==> src/rtl/spi_slave_if.sv <==
// Host-side and SPI-pin bundle for spi_slave: serial pins, mode straps and the tx/rx byte handshake.
interface spi_slave_if #(
    parameter int DATA_BITS = 8
);
    logic                 cpol;
    logic                 cpha;
    logic                 sclk;
    logic                 cs;
    logic                 mosi;
    logic                 miso;
    logic [DATA_BITS-1:0] tx_data;
    logic                 tx_load;
    logic                 tx_ready;
    logic [DATA_BITS-1:0] rx_data;
    logic                 rx_valid;
    logic                 tx_underrun;
    logic                 busy;

    modport slave (
        input  cpol, cpha, sclk, cs, mosi, tx_data, tx_load,
        output miso, tx_ready, rx_data, rx_valid, tx_underrun, busy
    );

    modport master (
        output cpol, cpha, sclk, cs, mosi, tx_data, tx_load,
        input  miso, tx_ready, rx_data, rx_valid, tx_underrun, busy
    );
endinterface

==> src/rtl/spi_slave.sv <==
// SPI responder, all CPOL/CPHA modes: oversampled pins, MSB-first rx/tx shifting, one-deep tx buffer.
// Latency: pin change to detect SYNC_STAGES+1 clk; rx_valid one clk later. No backpressure: rx_data is overwritten.
module spi_slave #(
    parameter int DATA_BITS   = 8,
    parameter int SYNC_STAGES = 2
) (
    input  logic        clk,
    input  logic        rst,
    spi_slave_if.slave  bus
);
    localparam int CW = $clog2(DATA_BITS);
    localparam logic [0:0] IDLE   = 1'b0;
    localparam logic [0:0] ACTIVE = 1'b1;

    logic [SYNC_STAGES-1:0] sclk_sync, cs_sync, mosi_sync;
    logic                   sclk_d, cs_d;
    logic [0:0]             state;
    logic [CW-1:0]          bit_cnt;
    logic [DATA_BITS-2:0]   rx_shift;
    logic [DATA_BITS-1:0]   tx_shift;
    logic [DATA_BITS-1:0]   buf_dat;
    logic                   buf_full;
    logic [DATA_BITS-1:0]   rx_data_q;
    logic                   rx_valid_q;
    logic                   underrun_q;

    logic sclk_s, cs_s, mosi_s;
    logic sclk_rise, sclk_fall, cs_fall, cs_rise;
    logic lead, trail, sample, update;
    logic start, run, last_bit, take;

    assign sclk_s    = sclk_sync[SYNC_STAGES-1];
    assign cs_s      = cs_sync[SYNC_STAGES-1];
    assign mosi_s    = mosi_sync[SYNC_STAGES-1];
    assign sclk_rise = sclk_s & ~sclk_d;
    assign sclk_fall = ~sclk_s & sclk_d;
    assign cs_fall   = ~cs_s & cs_d;
    assign cs_rise   = cs_s & ~cs_d;

    assign lead   = bus.cpol ? sclk_fall : sclk_rise;
    assign trail  = bus.cpol ? sclk_rise : sclk_fall;
    assign sample = bus.cpha ? trail : lead;
    assign update = bus.cpha ? lead  : trail;

    assign start    = (state == IDLE) && cs_fall;
    assign run      = (state == ACTIVE) && !cs_rise;
    assign last_bit = (bit_cnt == CW'(DATA_BITS - 1));
    // bit_cnt==0 on an update edge means a new byte begins: the first leading edge for
    // cpha=1, or the trailing edge right after the last sample for cpha=0.
    assign take = (start && !bus.cpha) || (run && update && (bit_cnt == '0));

    always_ff @(posedge clk or posedge rst) begin
        if (rst) begin
            sclk_sync  <= '0;
            cs_sync    <= '0;
            mosi_sync  <= '0;
            sclk_d     <= 1'b0;
            cs_d       <= 1'b0;
            state      <= IDLE;
            bit_cnt    <= '0;
            rx_shift   <= '0;
            tx_shift   <= '0;
            buf_dat    <= '0;
            buf_full   <= 1'b0;
            rx_data_q  <= '0;
            rx_valid_q <= 1'b0;
            underrun_q <= 1'b0;
        end else begin
            sclk_sync  <= {sclk_sync[SYNC_STAGES-2:0], bus.sclk};
            cs_sync    <= {cs_sync[SYNC_STAGES-2:0], bus.cs};
            mosi_sync  <= {mosi_sync[SYNC_STAGES-2:0], bus.mosi};
            sclk_d     <= sclk_s;
            cs_d       <= cs_s;
            rx_valid_q <= 1'b0;
            underrun_q <= 1'b0;

            // A transfer in the same cycle as tx_load sees the old empty buffer.
            if (bus.tx_load && !buf_full) begin
                buf_dat  <= bus.tx_data;
                buf_full <= 1'b1;
            end else if (take) begin
                buf_full <= 1'b0;
            end

            if (take) begin
                tx_shift   <= buf_full ? buf_dat : '0;
                underrun_q <= !buf_full;
            end else if (start) begin
                tx_shift <= '0;
            end else if (run && update) begin
                tx_shift <= {tx_shift[DATA_BITS-2:0], 1'b0};
            end

            case (state)
                IDLE: begin
                    if (cs_fall) begin
                        state    <= ACTIVE;
                        bit_cnt  <= '0;
                        rx_shift <= '0;
                    end
                end
                default: begin
                    if (cs_rise) begin
                        state    <= IDLE;
                        bit_cnt  <= '0;
                        rx_shift <= '0;
                    end else if (sample) begin
                        rx_shift <= {rx_shift[DATA_BITS-3:0], mosi_s};
                        if (last_bit) begin
                            rx_data_q  <= {rx_shift, mosi_s};
                            rx_valid_q <= 1'b1;
                            bit_cnt    <= '0;
                        end else begin
                            bit_cnt <= bit_cnt + 1'b1;
                        end
                    end
                end
            endcase
        end
    end

    assign bus.miso        = (state == ACTIVE) ? tx_shift[DATA_BITS-1] : 1'b0;
    assign bus.busy        = (state == ACTIVE);
    assign bus.tx_ready    = !buf_full;
    assign bus.rx_data     = rx_data_q;
    assign bus.rx_valid    = rx_valid_q;
    assign bus.tx_underrun = underrun_q;
endmodule

==> src/flat_wrapper.sv <==
// flat-port wrapper written by rule: the top's interface ports become plain ports
module spi_slave_flat 
#(
    parameter int DATA_BITS   = 8,
    parameter int SYNC_STAGES = 2
)
  (clk, rst, bus_cpol, bus_cpha, bus_sclk, bus_cs, bus_mosi, bus_tx_data, bus_tx_load, bus_miso, bus_tx_ready, bus_rx_data, bus_rx_valid, bus_tx_underrun, bus_busy);
  spi_slave_if #(.DATA_BITS(DATA_BITS)) bus_i ();
  input  logic clk;
  input  logic rst;
  input wire logic [$bits(bus_i.cpol)-1:0] bus_cpol;
  input wire logic [$bits(bus_i.cpha)-1:0] bus_cpha;
  input wire logic [$bits(bus_i.sclk)-1:0] bus_sclk;
  input wire logic [$bits(bus_i.cs)-1:0] bus_cs;
  input wire logic [$bits(bus_i.mosi)-1:0] bus_mosi;
  input wire logic [$bits(bus_i.tx_data)-1:0] bus_tx_data;
  input wire logic [$bits(bus_i.tx_load)-1:0] bus_tx_load;
  output wire logic [$bits(bus_i.miso)-1:0] bus_miso;
  output wire logic [$bits(bus_i.tx_ready)-1:0] bus_tx_ready;
  output wire logic [$bits(bus_i.rx_data)-1:0] bus_rx_data;
  output wire logic [$bits(bus_i.rx_valid)-1:0] bus_rx_valid;
  output wire logic [$bits(bus_i.tx_underrun)-1:0] bus_tx_underrun;
  output wire logic [$bits(bus_i.busy)-1:0] bus_busy;
  assign bus_i.cpol = bus_cpol;
  assign bus_i.cpha = bus_cpha;
  assign bus_i.sclk = bus_sclk;
  assign bus_i.cs = bus_cs;
  assign bus_i.mosi = bus_mosi;
  assign bus_i.tx_data = bus_tx_data;
  assign bus_i.tx_load = bus_tx_load;
  assign bus_miso = bus_i.miso;
  assign bus_tx_ready = bus_i.tx_ready;
  assign bus_rx_data = bus_i.rx_data;
  assign bus_rx_valid = bus_i.rx_valid;
  assign bus_tx_underrun = bus_i.tx_underrun;
  assign bus_busy = bus_i.busy;
  spi_slave #(.DATA_BITS(DATA_BITS), .SYNC_STAGES(SYNC_STAGES)) u_core (.clk(clk), .rst(rst), .bus(bus_i));
endmodule
==> config.mk <==
export PLATFORM = sky130hd
export DESIGN_NAME = spi_slave_flat
export DESIGN_NICKNAME = d
export VERILOG_FILES = /design/src/rtl/spi_slave_if.sv /design/src/rtl/spi_slave.sv /design/src/flat_wrapper.sv
export SDC_FILE = /design/constraint.sdc
export NUM_CORES = 1
export LEC_CHECK = 0
export CAP_MARGIN = 20
export CORE_MARGIN = 8
export CORE_UTILIZATION = 50
export CTS_BUF_LIST = sky130_fd_sc_hd__clkbuf_4 sky130_fd_sc_hd__clkbuf_8
export DETAILED_ROUTE_END_ITERATION = 6
export GPL_TIMING_DRIVEN = 0
export PLACE_DENSITY = 0.81
export SYNTH_ARGS = -nofsm -noshare
export SYNTH_HDL_FRONTEND = slang
export SYNTH_SLANG_ARGS = --single-unit
==> constraint.sdc <==
create_clock -name clk -period 2.35 [get_ports clk]
set_input_delay 0.47 -clock clk [delete_from_list [all_inputs] [get_ports clk]]
set_output_delay 0.47 -clock clk [all_outputs]
set_load 0.01 [all_outputs]
Yosys cells after proc, flatten, opt, wreduce, memory -nomap -nowiden
Cells that the tools add are included.

Multiplexer cells: 28. Equality and inequality tests: 2. $add $sub $neg: 1. Reductions and logical operators: 16. Bitwise gates (word level): 10.

Operators by type and width (number): 8-bit 2-to-1 mux (4); 7-bit 2-to-1 mux (4); 1-bit 2-to-1 mux (15); 3-bit 2-to-1 mux (5); 1-bit logical AND (6); 1-bit inverter (6); 1-bit AND (4); 4-bit AND reduction (1); 2-bit nonzero test (2); 3-bit by 1-bit adder with 3-bit output, second input constant (1); 3-bit == test, second input constant (1); 1-bit logical NOT (3); 3-bit logical NOT (1); 3-bit inequality test, second input constant (1); 3-bit nonzero test (1); 2-bit AND reduction (1); 1-bit logical OR (1).

Logic and storage cells: 71. Output and inout port bits: 13. Input bits: 16. Bits in registers: 46.

Depth between registers and ports, before layout
Word-level depth: 9. Gate-level depth with buffers: 7. Gate-level depth less buffers: 7.

Least setup slack after synthesis
No wires, ideal clock.

Path kind: input -> register. Start: input port bus_cpha. End: register u_core.rx_data_q[0], in the netlist u_core.bus.rx_data[0]. Slack: 0.625 ns. Library setup time: 0.128 ns. Arrival: 1.598 ns. Data required time: 2.222 ns. Stages: 5. Path buffers: 1. Cell sequence: xnor2_2 mux2i_1 and3_1 buf_4 mux2_1.

Word-level cells in the longest chain between the ends: 2.

RTL lines: start, declared (RTL line flat_wrapper.sv:12) `input wire logic [$bits(bus_i.cpha)-1:0] bus_cpha;`; 1-bit 2-to-1 mux (RTL line spi_slave.sv:42) `assign sample = bus.cpha ? trail : lead;`; 4-bit AND reduction (no line); end signal, assigned (RTL line spi_slave.sv:110) `rx_data_q <= {rx_shift, mosi_s};`; end, declared (RTL line spi_slave.sv:23) `logic [DATA_BITS-1:0] rx_data_q;`.

No other way between the ends. A chain may end at the register's enable or synchronous reset.

Worst setup path in the final report
Start: register u_core.state, in the netlist u_core.bus.busy. End: output port bus_miso.

Word-level cells in the longest chain between the ends: 1.

RTL lines: start, declared (RTL line spi_slave.sv:17) `logic [0:0] state;`; start signal, assigned (RTL line spi_slave.sv:59) `state <= IDLE;`; start signal, assigned (RTL line spi_slave.sv:97) `state <= ACTIVE;`; start signal, assigned (RTL line spi_slave.sv:104) `state <= IDLE;`; 1-bit 2-to-1 mux (RTL line spi_slave.sv:122) `assign bus.miso = (state == ACTIVE) ? tx_shift[DATA_BITS-1] : 1'b0;`; end, declared (RTL line flat_wrapper.sv:18) `output wire logic [$bits(bus_i.miso)-1:0] bus_miso;`.

No other way between the ends.

==> impl_results.md <==
* Synth warn at 0
* # setup viols final at 0
* Total of max-cap violations at 0
* Total Routing Usage GR at 12.4%
* RR Startpoint: u_core.bus.busy$_DFF_PP0_
* Outcome: complete, no violations
* Overall die area at 6000 µm²
* Clk_lat worst skew at 0.30 ns
* Hold violation count in the final report at 0
* Max-slew violations at 0
* Dpl hpwl at 2.60 mm
* Critical path's slowest cell: dfrtp_1
* Sequential-to-total area share from yosys stat at 60.9%
* Flops & latches, synth at 46
* Setup Skew at 0.00432 ns
* Met3 wire length at 170 µm
* Number of distinct library cells after synthesis at 29
* Wire length per cell at 14.7 µm
* Die height at 77.5 µm
* Crit path from: u_core.bus.busy$_DFF_PP0_
* Port bufs at 28
* First-pass GRT wire length at 6.05 mm
* Top-Level Pins at 29
* Leakage at 1.08 nW
* Top FF cell, synth: dfrtp_1
* Final period util at 93.4%
* Initial antenna violation count at 0
* Worst Setup End Kind: output pin
* Worst reg2reg endpoint: u_core.tx_shift[3]$_DFFE_PP0P_
* Cell area after synthesis at 1890 µm²
* Iteration-0 DRC Markers at 88
* Final WL at 3.51 mm
* Max Fclk at 456 MHz
* Wire length on met1 at 1.47 mm
* Ratio of cells with drive above 1 in the final layout at 9.42%
* Post-DRT Antenna Nets at 0
* Remaining DRCs at 0
* CTS tree: done
* H-tree levels at 2
* Layout Area Growth over Synthesis at 22.8%
* Buf/Inv on CP at 1
* Met2 Routed Length at 1.79 mm
* Clock root buffer master: clkbuf_8
* Worst path arrival time at 1.72 ns
* CP startpoint kind: flip-flop
* Top delay family on crit path: flip-flops
* Tmin final at 2.19 ns
* Starting Density at 51.6%
* CP Max Fanout at 16
* TritonRoute pass-1 iters at 5
* Post-Syn Instances at 156
* R2R depth at 6
* Crit path required time at 1.88 ns
* Highest routed layer: met4
* Pwr dens at 860 nW/µm²
* R2R Setup Slk at 0.45 ns
* Placeable Area at 3660 µm²
* RSZ-0062 raised after global routing: false
* Critical path endpoint: bus_miso
* Routed via count at 1,312
* Die W at 77.5 µm
* GRT overflow at 0
* Post-synth EDFFs at 0
* CTS resizes at 0
* Nets at 209
* Cts hold-fix bufs at 0
* Core Util, Final at 63.4%
* Tightest Pin Transition at 0.912 ns
* Slowest stage delay, CP at 0.68 ns
* Worst hold slack at 0.351 ns
* Syn_nets at 175
* WS Path Type: reg -> out
* Sink Count at 46
* Cell chain of the critical path: and2_1 > clkdlybuf4s50_1
* Critical path depth in cells at 2
* VDD IR-drop max at 0.000490 V
* Slew margin rel. at 39.1%
* Largest net degree at the start of global routing at 47
* CTS max path bufs at 2
* Setup TNS at 0 ns
* Vias in the first global route at 1,365
* HP Class: reg -> reg
* Syn avg cell area at 12.1 µm²
* Gp weighted congestion at 0.792
* Number of buffers created by CTS at 5
* Final worst slack at 0.155 ns
* Number of setup buffers added after CTS at 0
* Fill count at 288
* Post-Place Worst Slack at -0.0738 ns
* Via density at 5.49
* # diodes at 0
* Row count at 22
* Async set or reset register ratio after synthesis at 100%
* Clock-pin slew on the worst setup and hold paths at 0.08 ns
[cell type report]
| type | count | area, µm² | area share [%] |
|---|---|---|---|
| well taps | 48 | 60.1 | 2.59 |
| flip-flops and latches | 46 | 1150 | 49.6 |
| clock buffers | 7 | 90.1 | 3.88 |
| clock inverters | 1 | 5.00 | 0.216 |
| plain buffers | 8 | 40.0 | 1.72 |
| multi-input cells | 96 | 677 | 29.1 |
| inverters | 5 | 18.8 | 0.808 |
| repair buffers | 28 | 280 | 12.1 |
[cell usage after synthesis, drive strengths merged, types with 2 or more instances]
cell    count  area [µm²]
nor2b       3        18.8
ha          3        37.5
nand2b      5        31.3
a32oi       6        52.6
dfrtp      46        1150
nand2       9        33.8
and2        3        18.8
clkbuf      5        18.8
nand3       9        45.0
nand4      10        62.6
o21ai       4        23.8
inv         5        18.8
buf         4        25.0
a21oi       6        30.0
nor2       10        37.5
mux2i       2        23.8
mux2       16         180
a31oi       3        18.8
[state kept, by name (all words and copies together), names as in the netlist, 2 cells and up]
signal              flops
u_core.mosi_sync        2
u_core.buf_dat          8
u_core.tx_shift         8
u_core.cs_sync          2
u_core.sclk_sync        2
u_core.bit_cnt          3
u_core.bus.rx_data      8
u_core.rx_shift         7
[how the worst min path moves through the flow]
stage	from	end	cells after the start	slack, ns
after CTS	u_core.cs_sync[0]$_DFF_PP0_	u_core.cs_sync[1]$_DFF_PP0_	0	0.35
after detailed placement	u_core.cs_sync[0]$_DFF_PP0_	u_core.cs_sync[1]$_DFF_PP0_	0	0.34
after floorplan	u_core.cs_sync[0]$_DFF_PP0_	u_core.cs_sync[1]$_DFF_PP0_	0	0.33
after global routing	u_core.mosi_sync[0]$_DFF_PP0_	u_core.mosi_sync[1]$_DFF_PP0_	0	0.37
final	u_core.cs_sync[0]$_DFF_PP0_	u_core.cs_sync[1]$_DFF_PP0_	0	0.35
after global placement	u_core.cs_sync[0]$_DFF_PP0_	u_core.cs_sync[1]$_DFF_PP0_	0	0.33
[layout by cell type, fill, tap and decap left out, types with 6 or more instances in the layout]
master	count
a21oi_1	6
a32oi_1	6
clkbuf_8	6
clkdlybuf4s50_1	28
dfrtp_1	46
mux2_1	15
nand2_1	9
nand3_1	9
nand4_1	10
nor2_1	10
[worst reg2reg max path: stages (launching register included)]
cell     delay [ns]
dfrtp_1        0.58
or3b_2         0.56
nor2_1         0.11
a31o_1         0.11
buf_4          0.16
a32oi_1        0.12
a21oi_1        0.18
[metal layers]
layer | GRT usage (%) | up-vias
met5 | 0 | -
met4 | 6.04 | 0
met3 | 4.38 | 8
met2 | 21.5 | 35
met1 | 13.0 | 649
li1 | - | 620
[where the power goes]
part	leakage, nW	total, W	internal, W	switching, W
logic	0.447	0.000436	0.000213	0.000223
clock network	0.0517	0.000491	0.000249	0.000242
registers	0.579	0.00107	0.000960	0.000110
[metrics by stage]
stage                     cells  total power (W)  instance area [µm²]
after global placement      232          0.00148                 2230
final                       239          0.00200                 2320
after global routing        239          0.00211                 2320
after CTS                   239          0.00202                 2320
after detailed placement    232          0.00153                 2230
after floorplan             156          0.00136                 1890
[cells by family (layout without fill, tap and decap cells)]
logic type                 Yosys count  count (layout)  synth area share (%)
adders and majority gates            3               3                  1.99
and+or+nand+nor                     52              52                  14.3
DFF                                 46              46                  60.9
xor gates and xnor gates             1               1                 0.861
muxes                               18              18                  10.8
AOI/OAI and AO/OA                   22              22                  7.88
buffers and inverters               14              49                  3.31
No activity file was read; power rests on OpenSTA's default activity.
